### src/rtl/gnl_vr_fifo.sv
// gnl_vr_fifo: valid/ready FIFO on load-enable DFFs, registered 1-cycle latency.
// Define GNL_VR_FIFO_BYPASS_EN for a 0-cycle combinational bypass while empty.
module gnl_dffl #(
  parameter int DW = 1
) (
  input  logic          clk,
  input  logic          lden,
  input  logic [DW-1:0] dnxt,
  output logic [DW-1:0] qout
);
  always_ff @(posedge clk) if (lden) qout <= dnxt;
endmodule

module gnl_dfflr #(
  parameter int DW = 1
) (
  input  logic          clk,
  input  logic          rst_n,
  input  logic          lden,
  input  logic [DW-1:0] dnxt,
  output logic [DW-1:0] qout
);
  always_ff @(posedge clk or negedge rst_n)
    if (!rst_n) qout <= '0;
    else if (lden) qout <= dnxt;
endmodule

module gnl_vr_fifo #(
  parameter int DW = 32,
  parameter int DP = 2,
  localparam int AW = (DP > 1) ? $clog2(DP) : 1
) (
  input  logic          clk,
  input  logic          rst_n,
  input  logic          flush,
  input  logic          i_vld,
  output logic          i_rdy,
  input  logic [DW-1:0] i_dat,
  output logic          o_vld,
  input  logic          o_rdy,
  output logic [DW-1:0] o_dat,
  output logic [AW:0]   cnt
);
  logic [AW-1:0] wptr, rptr, wptr_nxt, rptr_nxt;
  logic [AW:0]   cnt_nxt;
  logic [DW-1:0] mem [DP];
  logic [DW-1:0] head;
  logic          full, empty, byp, push, pop;
  assign full  = cnt == (AW+1)'(DP);
  assign empty = cnt == '0;
  assign i_rdy = !full;
`ifdef GNL_VR_FIFO_BYPASS_EN
  // An empty FIFO hands the producer beat straight to a ready consumer.
  assign byp   = empty & i_vld & o_rdy;
  assign o_vld = !empty | i_vld;
  assign o_dat = empty ? i_dat : head;
`else
  assign byp   = 1'b0;
  assign o_vld = !empty;
  assign o_dat = head;
`endif
  // Flush discards any handshake in its cycle, so storage is never written then.
  assign push = i_vld & i_rdy & !byp & !flush;
  assign pop  = !empty & o_rdy & !flush;
  assign wptr_nxt = (flush || wptr == AW'(DP-1)) ? '0 : wptr + 1'b1;
  assign rptr_nxt = (flush || rptr == AW'(DP-1)) ? '0 : rptr + 1'b1;
  assign cnt_nxt  = flush ? '0 : push ? cnt + 1'b1 : cnt - 1'b1;
  always_comb begin
    head = mem[0];
    for (int k = 1; k < DP; k++) head = (rptr == AW'(k)) ? mem[k] : head;
  end
  gnl_dfflr #(.DW(AW)) u_wptr (
    .clk(clk), .rst_n(rst_n), .lden(push | flush), .dnxt(wptr_nxt), .qout(wptr)
  );
  gnl_dfflr #(.DW(AW)) u_rptr (
    .clk(clk), .rst_n(rst_n), .lden(pop | flush), .dnxt(rptr_nxt), .qout(rptr)
  );
  gnl_dfflr #(.DW(AW+1)) u_cnt (
    .clk(clk), .rst_n(rst_n), .lden((push ^ pop) | flush), .dnxt(cnt_nxt), .qout(cnt)
  );
  for (genvar i = 0; i < DP; i++) begin : g_ent
    gnl_dffl #(.DW(DW)) u_ent (
      .clk(clk), .lden(push && wptr == AW'(i)), .dnxt(i_dat), .qout(mem[i])
    );
  end
endmodule

### config.mk
export PLATFORM = sky130hd
export DESIGN_NAME = gnl_vr_fifo
export DESIGN_NICKNAME = d
export VERILOG_FILES = /design/src/rtl/gnl_vr_fifo.sv
export SDC_FILE = /design/constraint.sdc
export NUM_CORES = 1
export LEC_CHECK = 0
export BUFFER_PORTS_ARGS = -buffer_cell sky130_fd_sc_hd__buf_4
export CORE_ASPECT_RATIO = 0.6
export CORE_UTILIZATION = 40
export CTS_BUF_LIST = sky130_fd_sc_hd__clkbuf_8
export CTS_CLUSTER_DIAMETER = 60
export DETAILED_ROUTE_END_ITERATION = 6
export GPL_ROUTABILITY_DRIVEN = 1
export GPL_TIMING_DRIVEN = 0
export PLACE_DENSITY = 0.65
export SLEW_MARGIN = 20
export SYNTH_ARGS = -nofsm -noshare
export SYNTH_HDL_FRONTEND = slang
export SYNTH_SLANG_ARGS = --single-unit
export TNS_END_PERCENT = 50
### constraint.sdc
create_clock -name clk -period 4.7 [get_ports clk]
set_input_delay 0.47 -clock clk [delete_from_list [all_inputs] [get_ports clk]]
set_output_delay 0.47 -clock clk [all_outputs]
set_load 0.02 [all_outputs]
* Yosys cells after proc, flatten, opt, wreduce, memory -nomap -nowiden
Cells that the tools add are included.
** Cells by class
- $add $sub $neg :: 4
- Eq/ne operators :: 1
- Multiplexer cells :: 5
- Bitwise logic cells :: 9
- Reductions and logical operators :: 8
** Operators with widths (number)
- two-way mux 32 bit :: 1
- bitwise AND 1 bit :: 4
- two-way mux 2 bit :: 2
- zero test 1 bit :: 3
- OR 1 bit :: 3
- adder 1 bit, second input constant :: 2
- adder 2 x 1 -> 2 bit, second input constant :: 1
- equality test 2 bit, second input constant :: 1
- logical AND 1 bit :: 2
- zero test 2 bit :: 1
- logical OR 1 bit :: 2
- two-way mux 1 bit :: 2
- subtractor 2 x 1 -> 2 bit, second input constant :: 1
- inverter 1 bit :: 1
- bitwise XOR 1 bit :: 1
** Storage, ports and cells
- Flip-flop bits (word level) :: 68
- Input bits :: 37
- Output and inout bits :: 36
- Logic and storage cells :: 32

* Logic depth before layout (Yosys ltp)
Gate-level depths: netlist of the first run.
- Depth after elaboration :: 6
- Depth in mapped cells :: 4
- Mapped depth without buffers :: 4

* Hierarchy
From an unflattened synthesis of the first run, not the netlist that was laid out.
** Unflattened totals
- Cells, all modules :: 126
- Area total of the unflattened synthesis :: 2722.6 µm²
** Modules (own cells, without submodules)
- gnl_dffl :: times used 2, cells an instance 32, area each 960.9 µm²
- gnl_vr_fifo :: times used 1, cells an instance 54, area each 648.1 µm²
- gnl_dfflr (u_rptr ...) :: times used 2, cells an instance 2, area each 40.0 µm²
- gnl_dfflr (u_cnt) :: times used 1, cells an instance 4, area each 72.6 µm²

* Worst setup path before layout of the first run
No wires, ideal clock.
- Path type :: register to register
- From :: register u_cnt.qout[1]
- To :: register g_ent[1].u_ent.qout[0], enable pin
- Library setup time :: 0.468 ns
- Data arrival time :: 3.291 ns
- Path slack :: 0.941 ns
- Stages on the path, launching flop included :: 5
- Path buffers :: 0
- Cells stage by stage :: dfrtp_1 > nor2b_2 > inv_2 > nand2_1 > nor3b_1
** On the way
- Word-level cells in the longest chain between the ends :: 5
** Ends and longest elaborated chain
- start: declaration :: RTL line 21 : output logic [DW-1:0] qout
- start signal: assignment :: RTL line 25 : else if (lden) qout <= dnxt;
- equality test 2 bit :: RTL line 49 : assign full = cnt == (AW+1)'(DP);
- zero test 1 bit :: RTL line 51 : assign i_rdy = !full;
- via i_rdy :: RTL line 37 : output logic i_rdy,
- bitwise AND 1 bit (2 in series) :: RTL line 63 : assign push = i_vld & i_rdy & !byp & !flush;
- logical AND 1 bit :: RTL line 83 : .clk(clk), .lden(push && wptr == AW'(i)), .dnxt(i_dat), .qout(mem[i])
- via g_ent[1].u_ent.lden :: RTL line 7 : input logic lden,
- end signal: assignment :: RTL line 11 : always_ff @(posedge clk) if (lden) qout <= dnxt;
- end: declaration :: RTL line 9 : output logic [DW-1:0] qout
The timed path passes the listed nets, and every way through them passes these cells.
A chain may end at the register's enable or synchronous reset.

* Final worst setup path of the first run
- From :: register u_cnt.qout[1]
- To :: register g_ent[1].u_ent.qout[6], enable pin
** On the way
- Word-level cells in the longest chain between the ends :: 5
** Ends and longest elaborated chain (RTL line)
- equality test 2 bit :: 49
- zero test 1 bit :: 51
- bitwise AND 1 bit (2 in series) :: 63
- logical AND 1 bit :: 83
- via g_ent[1].u_ent.lden :: 7
The timed path passes the listed nets, and every way through them passes these cells.

==> results of run 1 <==
## area by class of cell
class                           instances  area, um2  share of cell area
Buffer                                  4       25.0             0.00729
Clock buffer                            9        124              0.0361
Clock inverter                          7       58.8              0.0171
Inverter                                2       7.51             0.00219
Multi-Input combinational cell         52        497               0.145
Sequential cell                        68       2020               0.589
Tap cell                               84        105              0.0306
Timing Repair Buffer                   79        596               0.173
## sequential cells by signal (all words and copies together) (netlist names)
register / cells
u_wptr.qout: 1
u_rptr.qout: 1
g_ent.u_ent.qout: 64
u_cnt.qout: 2
## through the flow
step	total power, W	utilization
finish	0.00130	0.562
global route	0.00136	0.562
CTS	0.00132	0.562
detailed placement	0.000881	0.531
global placement	0.000872	0.521
floorplan	0.000797	-
## worst max path at each step
stage	startpoint	end	slack [ns]	cells past startpoint
3_5_place_dp	u_cnt.qout[1]$_DFFE_PN0P_	g_ent[1].u_ent.qout[2]$_DFFE_PP_	2.62	6
6_report	u_cnt.qout[1]$_DFFE_PN0P_	g_ent[1].u_ent.qout[6]$_DFFE_PP_	2.58	6
3_3_place_gp	u_cnt.qout[1]$_DFFE_PN0P_	g_ent[1].u_ent.qout[16]$_DFFE_PP_	0.01	4
2_1_floorplan	u_cnt.qout[1]$_DFFE_PN0P_	g_ent[1].u_ent.qout[0]$_DFFE_PP_	0.94	4
5_1_grt	u_cnt.qout[1]$_DFFE_PN0P_	g_ent[1].u_ent.qout[10]$_DFFE_PP_	2.47	6
4_1_cts	u_cnt.qout[1]$_DFFE_PN0P_	g_ent[1].u_ent.qout[30]$_DFFE_PP_	2.56	6
## metal layers
metal,vias up,track usage,wire (um)
li1,671,-,-
met3,8,0.0694,312
met1,692,0.180,2020
met4,0,0.0687,87
met5,-,0,0
met2,52,0.249,2260
## cells in the mapped netlist (all sizes together), types with 2 or more instances
| master | instances | area (um2) |
|---|---|---|
| or2 | 2 | 12.5 |
| nor3b | 2 | 15.0 |
| a21oi | 4 | 20.0 |
| mux2 | 32 | 360 |
| dfrtp | 4 | 100 |
| edfxtp | 64 | 1920 |
| o21ai | 2 | 10.0 |
| inv | 2 | 7.51 |
| buf | 4 | 25.0 |
## kinds of logic (layout without fill, tap and decap cells)
| kind of cell | Yosys count | in the layout |
|---|---|---|
| flip-flops | 68 | 68 |
| AO/OA/AOI/OAI | 8 | 8 |
| buffers and inverters | 6 | 101 |
| multiplexers | 33 | 33 |
| AND/OR/NAND/NOR | 10 | 10 |
| XOR/XNOR | 1 | 1 |
## power by group
group | switching (W) | leakage (nW) | total [W] | internal [W]
registers | 0.00000667 | 0.640 | 0.000695 | 0.000688
logic | 0.0000868 | 0.568 | 0.000173 | 0.0000864
clock network | 0.000194 | 0.0953 | 0.000431 | 0.000237
total | 0.000288 | 1.30 | 0.00130 | 0.00101
## critical path, cell delays in order, from the launching register on
cell and delay [ns]:
sky130_fd_sc_hd__dfrtp_1 0.45, sky130_fd_sc_hd__nor2b_2 0.21, sky130_fd_sc_hd__inv_2 0.07, sky130_fd_sc_hd__nand2_1 0.10, sky130_fd_sc_hd__nor3b_2 0.50, sky130_fd_sc_hd__buf_4 0.28
sky130_fd_sc_hd__buf_4 0.22
==> results.md, run 1 <==
- Total of flip-flops plus latches after synthesis: 68
- Number of antenna repair diodes: 0
- Post-Route Setup TNS: 0 ns
- R2r worst-path depth: 6
- Reg-to-reg endpoint: g_ent[1].u_ent.qout[6]$_DFFE_PP_
- Buffers inserted during post-CTS setup optimization: 0
- RSZ-0062 raised after global routing: no
- Crit Path Max Fanout: 10
- Share of synthesized cell area in full adder, half adder and majority cells: 0
- Yosys warns: 0
- Final-report setup violation count: 0
- LEAKAGE: 1.30 nW
- Worst setup skew after layout: 0.00493 ns
- Number of antenna violations at the first check in global routing: 0
- CORE AREA: 0.00611 mm2
- Residual antenna-violating net count after detailed routing: 0
- Top-level port count: 73
- Cell area power density: 378 mW/mm2
- Post-DP Area: 0.00324 mm2
- Gate count of the mapped netlist: 126
- Startpoint type of the worst setup path: register
- TritonCTS buffer count: 9
- Total routed wirelength: 4680 um
- Top FF cell, synth: sky130_fd_sc_hd__edfxtp_1
- Total number of clock tree sinks: 68
- Worst vdd ir: 158 uV
- Clock latency on the worst-skew pair: 0.33 ns
- Drt wl/cell: 15.3 um
- Startpoint of the most critical hold path: i_dat[15]
- Count of instances resized after the clock tree is built: 0
- Clock-pin transition on the worst setup and hold timing paths: 0.07 ns
- WP data arrival: 2.16 ns
- Number of cell rows: 22
- Hold_buf cts: 1
- Startpoint of the worst register-to-register path: u_cnt.qout[1]$_DFFE_PN0P_
- Worst Hold Path Cells: 1
- Class of the most critical setup path: reg -> reg
- Hold violation total from the final report: 0
- Xor-xnor portion of the synthesized cell area: 0.00345
- Clock Tree Root: sky130_fd_sc_hd__clkbuf_8
- Terminating pin of the worst hold path: g_ent[0].u_ent.qout[15]$_DFFE_PP_
- Post-layout minimum cycle time: 2.12 ns
- Hold Slack: 0.319 ns
- Critical path required time: 4.73 ns
- Post-Syn Area per Cell: 20.2 um2
- Relative area change from synthesis to final layout: 35.2%
- Area fraction in compound gates after synthesis: 0.0177
- Proportion of synthesized chip area in sequential cells: 0.796
- Number of vias per cell: 4.67
- Length of the first detailed-routing pass in iterations: 4
- Critical path endpoint category: register
- Net count of the mapped netlist: 163
- Multiplexer share of the synthesized area: 0.146
- Worst max-slew margin expressed relative to the limit: 0.644
- Overall die width: 105 um
- CTS max path bufs: 2
- Status: completed
- Most common cell after layout, fill and taps aside: sky130_fd_sc_hd__buf_4
- Global-route congestion overflow total: 0
- DR iter-0 viols: 30
- Final routed DRC violation total: 0
- Post-Place Worst Slack: 2.62 ns
- Commonest cells after routing, fill and taps aside: sky130_fd_sc_hd__buf_4 (80), sky130_fd_sc_hd__edfxtp_1 (64), sky130_fd_sc_hd__mux2_2 (32)
- H-tree lvl count: 3
- Post-synthesis instance area: 0.00254 mm2
- Total of max-cap violations: 0
- Detailed placement HPWL: 3330 um
- Starting Density: 0.416
- Number of buffer cells added on primary ports: 72
- Layout fillers: 510
- Number of global-route vias before repair: 1470
- Tightest Pin Transition: 0.531 ns
- Fmax achieved: 0.471 GHz
- Ratio of cells with drive above 1 in the final layout: 0.606
- Largest family of logic cells by synthesized area: multiplexers
- Async set-reset flop share out of synthesis: 0.0588
- Number of max-slew violations in the final report: 0
- Fin nets: 253
- Die Area: 0.00669 mm2
- Layout Cells excl Fill: 305
- Vias: 1423
- Number of enable-type register cells in the synthesized netlist: 64
- Final Cell Area: 0.00343 mm2
- Gp weighted congestion: 0.710
- Placed cells: 288
- Combined global-route utilization of all metal layers: 0.155
- Vert. Die Dim: 63.7 um
- Simple logic cell fraction of the synthesized area: 0.0246
- Wire length of the first global-routing pass: 7360 um
- Setup slack on the worst flop-to-flop path: 2.58 ns
- TritonCTS clock tree: yes
- Worst-case setup margin in the final layout: 2.58 ns
- Pin count of the biggest net entering global routing: 12
- Worst hold path class: in -> reg
- Post-synthesis cell type count: 20
- Final Cycle Share: 0.452
Power figures use the tool's default switching activity.
==> inputs of run 2 (changes only) <==
Settings changed: PLACE_DENSITY 0.65 to 0.68.
Clock period 4.7 ns to 1.79 ns, I/O delays scaled along.
==> run 2 against run 1 <==
Flip-flop and latch count did not move. Combinational power grew to 2.7 times the previous value. Cell count grew 0.66%. Clock skew up 0.0015 ns. Worst setup slack got worse by 2.5 ns. First-iteration DRC count up 33%. Worst hold slack worse by 0.30 ns. Utilization rose by 1.1 points. Clock-buffer cell count is the same. Sequential share of layout area fell by 1.1 points. Global-route usage fell by 1.0 points. Clock power is 130% higher. Critical endpoint is now o_dat[14]. Largest cell class unchanged.
==> results.md, run 2 (synthesis gave the netlist of run 1 again) <==
- Status: completed
- Wire length of the first global-routing pass: 6820 um
- Layout Cells excl Fill: 307
- Worst max-slew margin expressed relative to the limit: 0.760
- Total routed wirelength: 4380 um
- Worst Hold Path Cells: 1
- Number of max-slew violations in the final report: 0
- Met1 WL: 2070 um
- Tightest Pin Transition: 0.359 ns
- Largest register FFs: 64
- Setup slack on the worst flop-to-flop path: 0.25 ns
- Startpoint type of the worst setup path: register
- Length of the first detailed-routing pass in iterations: 5
- CORE AREA: 0.00611 mm2
- Clock network fraction of total power: 0.305
- Worst setup skew after layout: 0.00641 ns
- Class of the most critical setup path: reg -> out
- RSZ-0062 raised after global routing: yes
- Number of cell rows: 22
- Most common cell after layout, fill and taps aside: sky130_fd_sc_hd__buf_4
- Vias: 1400
- Terminating pin of the worst hold path: g_ent[1].u_ent.qout[26]$_DFFE_PP_
- Top-level port count: 73
- Die Area: 0.00669 mm2
- Final routed DRC violation total: 0
- CTS max path bufs: 2
- Layout fillers: 495
- Combinational Power Share: 0.143
- Worst vdd ir: 505 uV
- Internal power summed over all cells: 0.00253 W
- WL met3: 420 um
- Startpoint of the most critical hold path: i_dat[26]
- Number of antenna violations at the first check in global routing: 0
- Ratio of cells with drive above 1 in the final layout: 0.610
- Fin nets: 256
- Placed cells: 286
- Clock latency on the worst-skew pair: 0.33 ns
- Number of buffer cells added on primary ports: 72
- LEAKAGE: 1.31 nW
- Combined global-route utilization of all metal layers: 0.145
- Post-DP Area: 0.00329 mm2
- Fmax achieved: 0.576 GHz
- Total of max-cap violations: 0
- Worst hold path class: in -> reg
- Overall die width: 105 um
- TritonCTS clock tree: yes
- Reg-to-reg endpoint: g_ent[1].u_ent.qout[28]$_DFFE_PP_
- Met2 layer wire length in the routed design: 1890 um
- Critical path required time: 1.61 ns
- Commonest cells after routing, fill and taps aside: sky130_fd_sc_hd__buf_4 (77), sky130_fd_sc_hd__edfxtp_1 (64), sky130_fd_sc_hd__mux2_2 (32)
- Uppermost layer routed: met4
- Starting Density: 0.416
- Drt wl/cell: 14.3 um
- H-tree lvl count: 3
- R2r worst-path depth: 5
- Gp weighted congestion: 0.743
- Final-report setup violation count: 0
- Clock Tree Root: sky130_fd_sc_hd__clkbuf_8
- Detailed placement HPWL: 2990 um
- Residual antenna-violating net count after detailed routing: 0
- Total number of clock tree sinks: 68
- Number of vias per cell: 4.56
- DR iter-0 viols: 40
- Vert. Die Dim: 63.7 um
- Cell area power density: 943 mW/mm2
- Crit Path Max Fanout: 10
- Final Cell Area: 0.00350 mm2
- Clock-pin transition on the worst setup and hold timing paths: 0.07 ns
- Number of antenna repair diodes: 0
- Critical path endpoint category: output pin
- Switching Fraction: 0.235
- Number of global-route vias before repair: 1352
- Global-route congestion overflow total: 0
- Relative area change from synthesis to final layout: 37.9%
- Post-layout minimum cycle time: 1.74 ns
- Switching Power: 0.000776 W
- Hold violation total from the final report: 0
- WP data arrival: 1.56 ns
- TritonCTS buffer count: 9
- Sequential power share: 0.552
- Startpoint of the worst register-to-register path: u_cnt.qout[1]$_DFFE_PN0P_
- Pin count of the biggest net entering global routing: 16
- Final Cycle Share: 0.971
- Largest registers: g_ent.u_ent.qout (64), u_cnt.qout (2)
- Register containing the most flip-flops in the final layout: g_ent.u_ent.qout
-- run 2: cell types whose count changed in the layout (fill, tap and decap cells not counted), sizes merged --
cell,previous run,this run
dlygate4sd3,1,4
clkinv,4,2
bufinv,1,0
clkinvlp,1,2
inv,3,4
-- run 2: stage by stage --
step	setup TNS [ns]	setup WS (ns)	util	power, W	hold WS [ns]
3_3_place_gp	-38.65	-0.677	0.528	0.00231	-0.0214
6_report	0	0.0527	0.573	0.00330	0.0241
2_1_floorplan	-15.11	-0.285	-	0.00210	-0.117
3_5_place_dp	0	0.0195	0.538	0.00232	-0.0190
4_1_cts	-0.000621	-0.000483	0.566	0.00333	0.00602
5_1_grt	-0.811	-0.0470	0.573	0.00344	0.000140
-- run 2: how the worst max path moves through the flow --
stage                                        end  cells past startpoint                      start  slack [ns]
6_report                               o_dat[14]                      4    u_rptr.qout$_DFFE_PN0P_        0.05
5_1_grt                                 o_dat[1]                      4    u_rptr.qout$_DFFE_PN0P_       -0.05
4_1_cts        g_ent[1].u_ent.qout[11]$_DFFE_PP_                      5  u_cnt.qout[1]$_DFFE_PN0P_     -0.0005
3_5_place_dp   g_ent[1].u_ent.qout[19]$_DFFE_PP_                      5  u_cnt.qout[1]$_DFFE_PN0P_        0.02
3_3_place_gp   g_ent[1].u_ent.qout[19]$_DFFE_PP_                      4  u_cnt.qout[1]$_DFFE_PN0P_       -0.68
2_1_floorplan   g_ent[1].u_ent.qout[0]$_DFFE_PP_                      4  u_cnt.qout[1]$_DFFE_PN0P_       -0.28
-- run 2: power groups by stage --
| stage | sequential [W] | clock, W | combinational (W) |
|---|---|---|---|
| global placement | 0.00186 | 0 | 0.000448 |
| global route | 0.00183 | 0.00110 | 0.000504 |
| CTS | 0.00183 | 0.00104 | 0.000471 |
| finish | 0.00182 | 0.00101 | 0.000472 |
| floorplan | 0.00186 | 0 | 0.000240 |
| detailed placement | 0.00186 | 0 | 0.000465 |
-- run 2: cell type report --
type	instances	area [um2]	share of cell area
Sequential cell	68	2020	0.578
Timing Repair Buffer	82	656	0.187
Multi-Input combinational cell	52	522	0.149
Clock buffer	9	124	0.0354
Tap cell	84	105	0.0300
Clock inverter	6	35.0	0.0100
Buffer	4	27.5	0.00786
Inverter	2	10.0	0.00286
-- run 2: worst max-delay path, cell delays in order (launching register included) --
cell and delay, ns:
sky130_fd_sc_hd__dfrtp_1 0.31, sky130_fd_sc_hd__buf_2 0.17, sky130_fd_sc_hd__buf_4 0.22, sky130_fd_sc_hd__mux2_2 0.36, sky130_fd_sc_hd__buf_4 0.16
-- run 2: routing by layer --
layer,up-vias,GRT usage
li1,675,-
met1,663,0.181
met2,60,0.207
met3,2,0.0908
met4,0,0.0423
met5,-,0
-- run 2: timing repair --
action | CTS | global route
endpoints found under the hold margin | 4 | 5
gates resized for setup | 1 | 0
setup endpoints to repair | 11 | 54
pin swaps | 0 | 1
cloned | 0 | 0
buffers inserted | 0 | 2
hold buffers | 1 | 3
